File: config.mk
export PLATFORM = sky130hd
export DESIGN_NAME = serial_ripple_borrow_subtractor
export DESIGN_NICKNAME = d
export VERILOG_FILES = /design/src/rtl/sub_pkg.sv /design/src/rtl/serial_ripple_borrow_subtractor_full_subtractor.sv /design/src/rtl/serial_ripple_borrow_subtractor.sv
export SDC_FILE = /design/constraint.sdc
export NUM_CORES = 1
export LEC_CHECK = 0
export CAP_MARGIN = 20
export CORE_ASPECT_RATIO = 2
export CORE_MARGIN = 2
export CORE_UTILIZATION = 51
export CTS_BUF_LIST = sky130_fd_sc_hd__clkbuf_8
export DETAILED_ROUTE_END_ITERATION = 6
export DONT_BUFFER_PORTS = 1
export HOLD_SLACK_MARGIN = 0.06
export PLACE_DENSITY = 0.77
export SLEW_MARGIN = 20
export SYNTH_ARGS = -nofsm -noshare
export SYNTH_HDL_FRONTEND = slang
export SYNTH_SLANG_ARGS = --single-unit
File: constraint.sdc
create_clock -name i_clk -period 1.6 [get_ports i_clk]
set_input_delay 0.16 -clock i_clk [delete_from_list [all_inputs] [get_ports i_clk]]
set_output_delay 0.16 -clock i_clk [all_outputs]
set_load 0.01 [all_outputs]
File: src/rtl/sub_pkg.sv
// Shared definitions for the serial ripple-borrow subtractor: FSM encoding and
// helpers that derive the slice count and slice-counter width from WIDTH/DIGIT.
package sub_pkg;

  typedef enum logic [1:0] {
    ST_IDLE = 2'd0,
    ST_RUN  = 2'd1,
    ST_DONE = 2'd2
  } state_e;

  function automatic int calc_n(input int width, input int digit);
    return width / digit;
  endfunction

  // A single-slice configuration still needs a 1-bit counter.
  function automatic int calc_cnt_w(input int width, input int digit);
    int n;
    n = width / digit;
    return (n <= 1) ? 1 : $clog2(n);
  endfunction

endpackage

File: src/rtl/serial_ripple_borrow_subtractor_full_subtractor.sv
// One-bit full subtractor: i_bit1 - i_bit2 - i_borrow, producing difference and borrow-out.
module full_subtractor (
  input  logic i_bit1,
  input  logic i_bit2,
  input  logic i_borrow,
  output logic o_diff,
  output logic o_borrow
);

  assign o_diff   = i_bit1 ^ i_bit2 ^ i_borrow;
  assign o_borrow = (~i_bit1 & i_bit2) | (~(i_bit1 ^ i_bit2) & i_borrow);

endmodule

File: src/rtl/serial_ripple_borrow_subtractor.sv
// Multi-cycle unsigned subtractor: DIGIT bits per clock, LSB first, result held until accepted.
// Optional signed-overflow output is compiled in with SUB_SIGNED_OVERFLOW_EN.
module serial_ripple_borrow_subtractor
  import sub_pkg::*;
#(
  parameter int WIDTH = 8,
  parameter int DIGIT = 1
) (
  input  logic             i_clk,
  input  logic             i_rst_n,
  input  logic             i_valid,
  output logic             o_ready,
  input  logic [WIDTH-1:0] i_minuend,
  input  logic [WIDTH-1:0] i_subtrahend,
  output logic             o_valid,
  input  logic             i_ready,
  output logic [WIDTH-1:0] o_difference,
  output logic             o_borrow
`ifdef SUB_SIGNED_OVERFLOW_EN
  ,
  output logic             o_overflow
`endif
);

  localparam int N     = calc_n(WIDTH, DIGIT);
  localparam int CNT_W = calc_cnt_w(WIDTH, DIGIT);
  localparam logic [CNT_W-1:0] LAST_SLICE = CNT_W'(N - 1);

  generate
    if (WIDTH < 2 || DIGIT < 1 || (WIDTH % DIGIT) != 0) begin : g_bad_param
      $fatal(1, "serial_ripple_borrow_subtractor: DIGIT must divide WIDTH and WIDTH must be >= 2");
    end
  endgenerate

  state_e           state_q;
  logic [WIDTH-1:0] a_q;
  logic [WIDTH-1:0] b_q;
  logic [WIDTH-1:0] work_q;
  logic             borrow_run_q;
  logic [CNT_W-1:0] cnt_q;
  logic             ready_q;
  logic             valid_q;
  logic [WIDTH-1:0] diff_q;
  logic             borrow_q;

  logic [DIGIT:0]   bchain_d;
  logic [DIGIT-1:0] slice_d;
  logic [WIDTH-1:0] work_d;

  // Operands shift right each RUN cycle so the active slice is always bits [DIGIT-1:0].
  assign bchain_d[0] = borrow_run_q;

  generate
    for (genvar gi = 0; gi < DIGIT; gi++) begin : g_chain
      full_subtractor u_fs (
        .i_bit1   (a_q[gi]),
        .i_bit2   (b_q[gi]),
        .i_borrow (bchain_d[gi]),
        .o_diff   (slice_d[gi]),
        .o_borrow (bchain_d[gi+1])
      );
    end
  endgenerate

  // Each new slice enters at the top; after N slices the working register is LSB-aligned.
  assign work_d = (work_q >> DIGIT) | (WIDTH'(slice_d) << (WIDTH - DIGIT));

`ifdef SUB_SIGNED_OVERFLOW_EN
  logic a_msb_q;
  logic b_msb_q;
  logic ovf_q;
  logic ovf_d;

  assign ovf_d      = (a_msb_q ^ b_msb_q) & (work_d[WIDTH-1] ^ a_msb_q);
  assign o_overflow = ovf_q;

  always_ff @(posedge i_clk or negedge i_rst_n) begin
    if (!i_rst_n) begin
      a_msb_q <= 1'b0;
      b_msb_q <= 1'b0;
      ovf_q   <= 1'b0;
    end else begin
      if (state_q == ST_IDLE && i_valid && ready_q) begin
        a_msb_q <= i_minuend[WIDTH-1];
        b_msb_q <= i_subtrahend[WIDTH-1];
      end
      if (state_q == ST_RUN && cnt_q == LAST_SLICE) begin
        ovf_q <= ovf_d;
      end
    end
  end
`endif

  always_ff @(posedge i_clk or negedge i_rst_n) begin
    if (!i_rst_n) begin
      state_q      <= ST_IDLE;
      a_q          <= '0;
      b_q          <= '0;
      work_q       <= '0;
      borrow_run_q <= 1'b0;
      cnt_q        <= '0;
      ready_q      <= 1'b1;
      valid_q      <= 1'b0;
      diff_q       <= '0;
      borrow_q     <= 1'b0;
    end else begin
      case (state_q)
        ST_IDLE: begin
          if (i_valid && ready_q) begin
            a_q          <= i_minuend;
            b_q          <= i_subtrahend;
            work_q       <= '0;
            borrow_run_q <= 1'b0;
            cnt_q        <= '0;
            ready_q      <= 1'b0;
            state_q      <= ST_RUN;
          end
        end
        ST_RUN: begin
          a_q          <= a_q >> DIGIT;
          b_q          <= b_q >> DIGIT;
          work_q       <= work_d;
          borrow_run_q <= bchain_d[DIGIT];
          cnt_q        <= cnt_q + CNT_W'(1);
          if (cnt_q == LAST_SLICE) begin
            diff_q   <= work_d;
            borrow_q <= bchain_d[DIGIT];
            valid_q  <= 1'b1;
            state_q  <= ST_DONE;
          end
        end
        ST_DONE: begin
          if (i_ready) begin
            valid_q <= 1'b0;
            ready_q <= 1'b1;
            state_q <= ST_IDLE;
          end
        end
        default: begin
          valid_q <= 1'b0;
          ready_q <= 1'b1;
          state_q <= ST_IDLE;
        end
      endcase
    end
  end

  assign o_ready      = ready_q;
  assign o_valid      = valid_q;
  assign o_difference = diff_q;
  assign o_borrow     = borrow_q;

endmodule

### Word-level counts from Yosys, hierarchy flattened

Index checks and enable logic that the tools add are counted.

* bits in registers: 41
* bits in latches: 0
* RAM bits: 0
* ROM bits: 0
* bits of input ports: 20
* output and inout port bits: 11
* memories: 0

* add/subtract/negate cells: 1
* $mul: 0
* div/mod/pow operators: 0
* $lt $le $gt $ge: 0
* eq/ne operators: 6
* shift-type cells: 0
* mux-type cells: 19
* bitwise gates (word level): 10
* reduce and logical (&&, ||, !) cells: 8

Operators by type and width (number)
* case mux 8 bit (2 select lines): 3
* two-way mux 8 bit: 3
* AND reduction 3 bit: 3
* bitwise OR 7 x 8 -> 8 bit: 1
* two-way mux 2 bit: 3
* inequality test 2 bit (second input constant): 3
* case mux 1 bit (3 select lines): 2
* case mux 2 bit (3 select lines): 1
* case mux 3 bit (2 select lines): 1
* two-way mux 1 bit: 4
* NOT 1 bit: 4
* AND reduction 2 bit: 2
* adder 3 x 1 -> 3 bit (second input constant): 1
* equality test 3 bit (second input constant): 1
* two-way mux 3 bit: 1
* AND 1 bit: 2
* equality test 2 x 1 -> 1 bit (second input constant): 1
* equality test 2 bit (second input constant): 1
* logical NOT 2 bit: 1
* case mux 1 bit (2 select lines): 1
* nonzero test 2 bit: 1
* bitwise XOR 1 bit: 2
* logical AND 1 bit: 1
* bitwise OR 1 bit: 1

### Logic depth before layout (Yosys ltp)

* depth after elaboration: 5
* gate-level depth with buffers: 6
* mapped depth without buffers: 5

### By module

A second synthesis with hierarchy kept.

* cells, all modules: 137
* area total of the unflattened synthesis: 1741.7 µm²

By module, submodules not included
* serial_ripple_borrow_subtractor: times used 1, cells each 133, area each 1710.4 µm², seq. area each 1002.2 µm²
* full_subtractor: times used 1, cells each 4, area each 31.3 µm², seq. area each 0.0 µm²

### Worst setup path before layout

OpenSTA, ideal clock, no wires.

* path type: register to register
* start point: register cnt_q[0]
* end point: register diff_q[1], in the netlist o_difference[1]
* library setup time: 0.125 ns
* arrival: 1.379 ns
* slack: 0.097 ns
* cell stages (with the launch flop): 6
* path buffers: 1
* period minus slack after synthesis: 1.503 ns
* cells stage by stage: dfrtp_1 ha_1 ha_1 nand3b_1 buf_2 mux2_2

* word-level cells in the longest chain between the ends: 2

RTL lines
* start: declaration: line serial_ripple_borrow_subtractor.sv:40 `logic [CNT_W-1:0] cnt_q;`
* start signal: assignment: line serial_ripple_borrow_subtractor.sv:124 `cnt_q <= cnt_q + CNT_W'(1);`
* equality test 3 bit: line serial_ripple_borrow_subtractor.sv:125 `if (cnt_q == LAST_SLICE) begin`
* AND reduction 2 bit (no source line)
* end signal: assignment: line serial_ripple_borrow_subtractor.sv:126 `diff_q <= work_d;`
* end: declaration: line serial_ripple_borrow_subtractor.sv:43 `logic [WIDTH-1:0] diff_q;`

No other way between the ends.
A chain may end at the register's enable or synchronous reset.

### Worst setup path after layout

* start point: register cnt_q[0]
* end point: register diff_q[2], in the netlist o_difference[2]

Same word-level chain as after synthesis.

==> run metrics <==
Final Hold Viols=0; Detail Route Antenna Nets=0; CP Launch Type=register; Post-Route Utilization=0.614; slew margin rel.=0.768; worst skew pair latency=0.29 ns; largest net degree at the start of global routing=41; worst endpoint data arrival time=1.73 ns; Synth Area in XOR/XNOR=0; Fmax=641 MHz; die height=86.3 um; Logic pwr share=0.301; largest family of logic cells by synthesized area=compound AO/OA/AOI/OAI gates; clock network fraction of total power=0.199; hold path cells=2; H-tree levels=2; CP Data Required Time=1.77 ns; total track usage=0.205; Internal Power=2.22 mW; VDD IR-drop max=911 uV; count leader, synth=dfrtp_1; Yosys top cell area share=0.566; number of remaining DRC errors=0; Worst setup EP type=register; grt total ovfl=0; post-synthesis compound-gate area fraction=0.174; Post-Syn Area=1730 um2; critical path class=register to register; Root Driver=clkbuf_8; number of flops mapped to enable cells by yosys=0; Detail Placement HPWL=2470 um; Synth Flop Type=dfrtp_1; Detailed Routing Iterations Pass 1=4; Netlist cell types=26; Setup-failing EPs final=0; CP max FO=7; mux contribution to synthesized area=0.140; RD Place Congestion=0.809; number of diodes=0; Leak=0.917 nW; synthesized area per cell=12.4 um2; status=complete, no violations; dpl cells=169; Core Rows=29; reg2reg path depth=5; fin crit period=1.56 ns; Num CTS Buffers=5; synthesis-stage register bit count=40; DRT iter0 DRCs=35; uppermost routed layer=met4; synth top area cells=dfrtp_1 (57%), mux2i_1 (8.1%), mux2_2 (5.9%); Slew Viols, Final=0; Switching Power=1.13 mW; Initial Util=0.540; total power=3.35 mW; WL met1=1200 um; DIE WIDTH=45.1 um; Filler cells=269; top cells by count, synth=dfrtp_1 (39), o21ai_0 (18), mux2i_1 (14), o21ai_1 (14), a22o_1 (11); switch share=0.338; Synth area leader=dfrtp_1; number of I/O pins=31; register share of total power=0.500; simple-gate share of the synthesized area=0.0319; core area=3190 um2; CTS tree=built; Finished Layout Cells=187; syn_nets=162; adder-cell share of the synthesized area=0.0261; Power Density=1710 nW/um2; clock tree buffer depth=2; sequential area share after synthesis=0.581; worst hold path class=input pin to register; final worst path period share=0.976; final net count=178; die area=3890 um2; Avg Vias per Cell=6.22; Routed WL=3540 um; vias in the first global route=1245; met3 WL post-DR=137 um; P&R area growth vs syn=13.7%; clock sinks=40; Max Cap Violations=0; Port-buffer cells=0; Worst-Margin Slew=0.346 ns; fraction of layout cells with a size suffix above 1=0.173; vias=1163; first-pass GRT wire length=5740 um; met2 routed WL=2100 um; asr flop ratio synth=1.00; Yosys warnings=0; Final TNS setup=0 ns; worst clock skew=0.00635 ns; Reg clk slew, reported paths=0.07 ns; initial antenna violation count=0; Mapped Cells=139; wire per inst=18.9 um; RSZ-0062 raised after global routing=false; postcts setup bufs=0
power by group through the flow:
stage | Combinational [mW] | Sequential [mW] | Clock [mW]
floorplan | 0.827 | 1.59 | 0
global placement | 0.887 | 1.67 | 0
detailed placement | 0.958 | 1.70 | 0
CTS | 1.00 | 1.68 | 0.672
global route | 1.13 | 1.72 | 0.713
finish | 1.01 | 1.67 | 0.665
cells in the final DEF (no fill, tap or decap), types with 2 or more instances in the layout:
master         instances
a21oi_1                2
nor2_1                 3
a22o_1                11
dlygate4sd3_1          9
inv_1                  5
ha_1                   2
dfrtp_1               39
clkbuf_8               6
o21ai_1               14
buf_4                  9
nand2_1                3
o21ai_0               18
mux2_2                 9
mux2i_1               14
final cells by class:
| cell class | count | area [um2] | area share |
|---|---|---|---|
| clock buffer | 6 | 82.6 | 0.0421 |
| multi-input combinational | 86 | 642 | 0.327 |
| timing repair buffer | 19 | 178 | 0.0906 |
| tap | 31 | 38.8 | 0.0198 |
| sequential | 40 | 1000 | 0.511 |
| clock inverter | 2 | 7.51 | 0.00383 |
| inverter | 3 | 11.3 | 0.00574 |
state kept, by name (all words and copies together) (netlist names):
signal,flops
a_q,8
b_q,8
borrow_run_q,1
cnt_q,3
o_borrow,1
o_difference,8
o_ready,1
o_valid,1
state_q,2
work_q,7
through the flow:
step | setup slack (ns) | hold slack (ns) | instance area [um2]
final | 0.0392 | 0.0668 | 1960
after global routing | 0.000564 | 0.0766 | 1960
after CTS | 0.0336 | 0.0628 | 1950
after detailed placement | 0.0689 | -0.135 | 1760
after global placement | 0.122 | -0.134 | 1760
after floorplan | 0.0966 | -0.136 | 1730
worst paths after layout:
kind,slack (ns),from,endpoint
max,0.04,cnt_q[0],o_difference[2]
max in group asynchronous,1.02,i_rst_n,o_ready
min reg2reg,0.50,borrow_run_q,borrow_run_q
min,0.07,i_minuend[6],a_q[6]
max reg2reg,0.04,cnt_q[0],o_difference[2]
min in group asynchronous,0.33,i_rst_n,b_q[2]
routing by layer:
layer,track usage,vias to the layer above
li1,-,529
met4,0.0963,0
met5,0,-
met3,0.0521,13
met2,0.362,35
met1,0.214,586
kinds of logic (layout without fill, tap and decap cells):
group / after synthesis / after routing
adders and majority gates: 3 / 3
DFF: 40 / 40
AOI/OAI and AO/OA: 49 / 49
and+or+nand+nor: 11 / 11
muxes: 23 / 23
buffers and inverters: 13 / 30
timing repair:
action | in CTS | in global routing
hold buffers | 9 | 1
endpoints found under the hold margin | 48 | 1
gates resized for setup | 0 | 0
worst max-delay path: stages (launching register included):
cell and delay [ns]:
dfrtp_1 0.40, ha_1 0.22, ha_1 0.21, nand3b_1 0.10, buf_4 0.17, mux2_2 0.34
No activity file was read; power rests on OpenSTA's default activity.
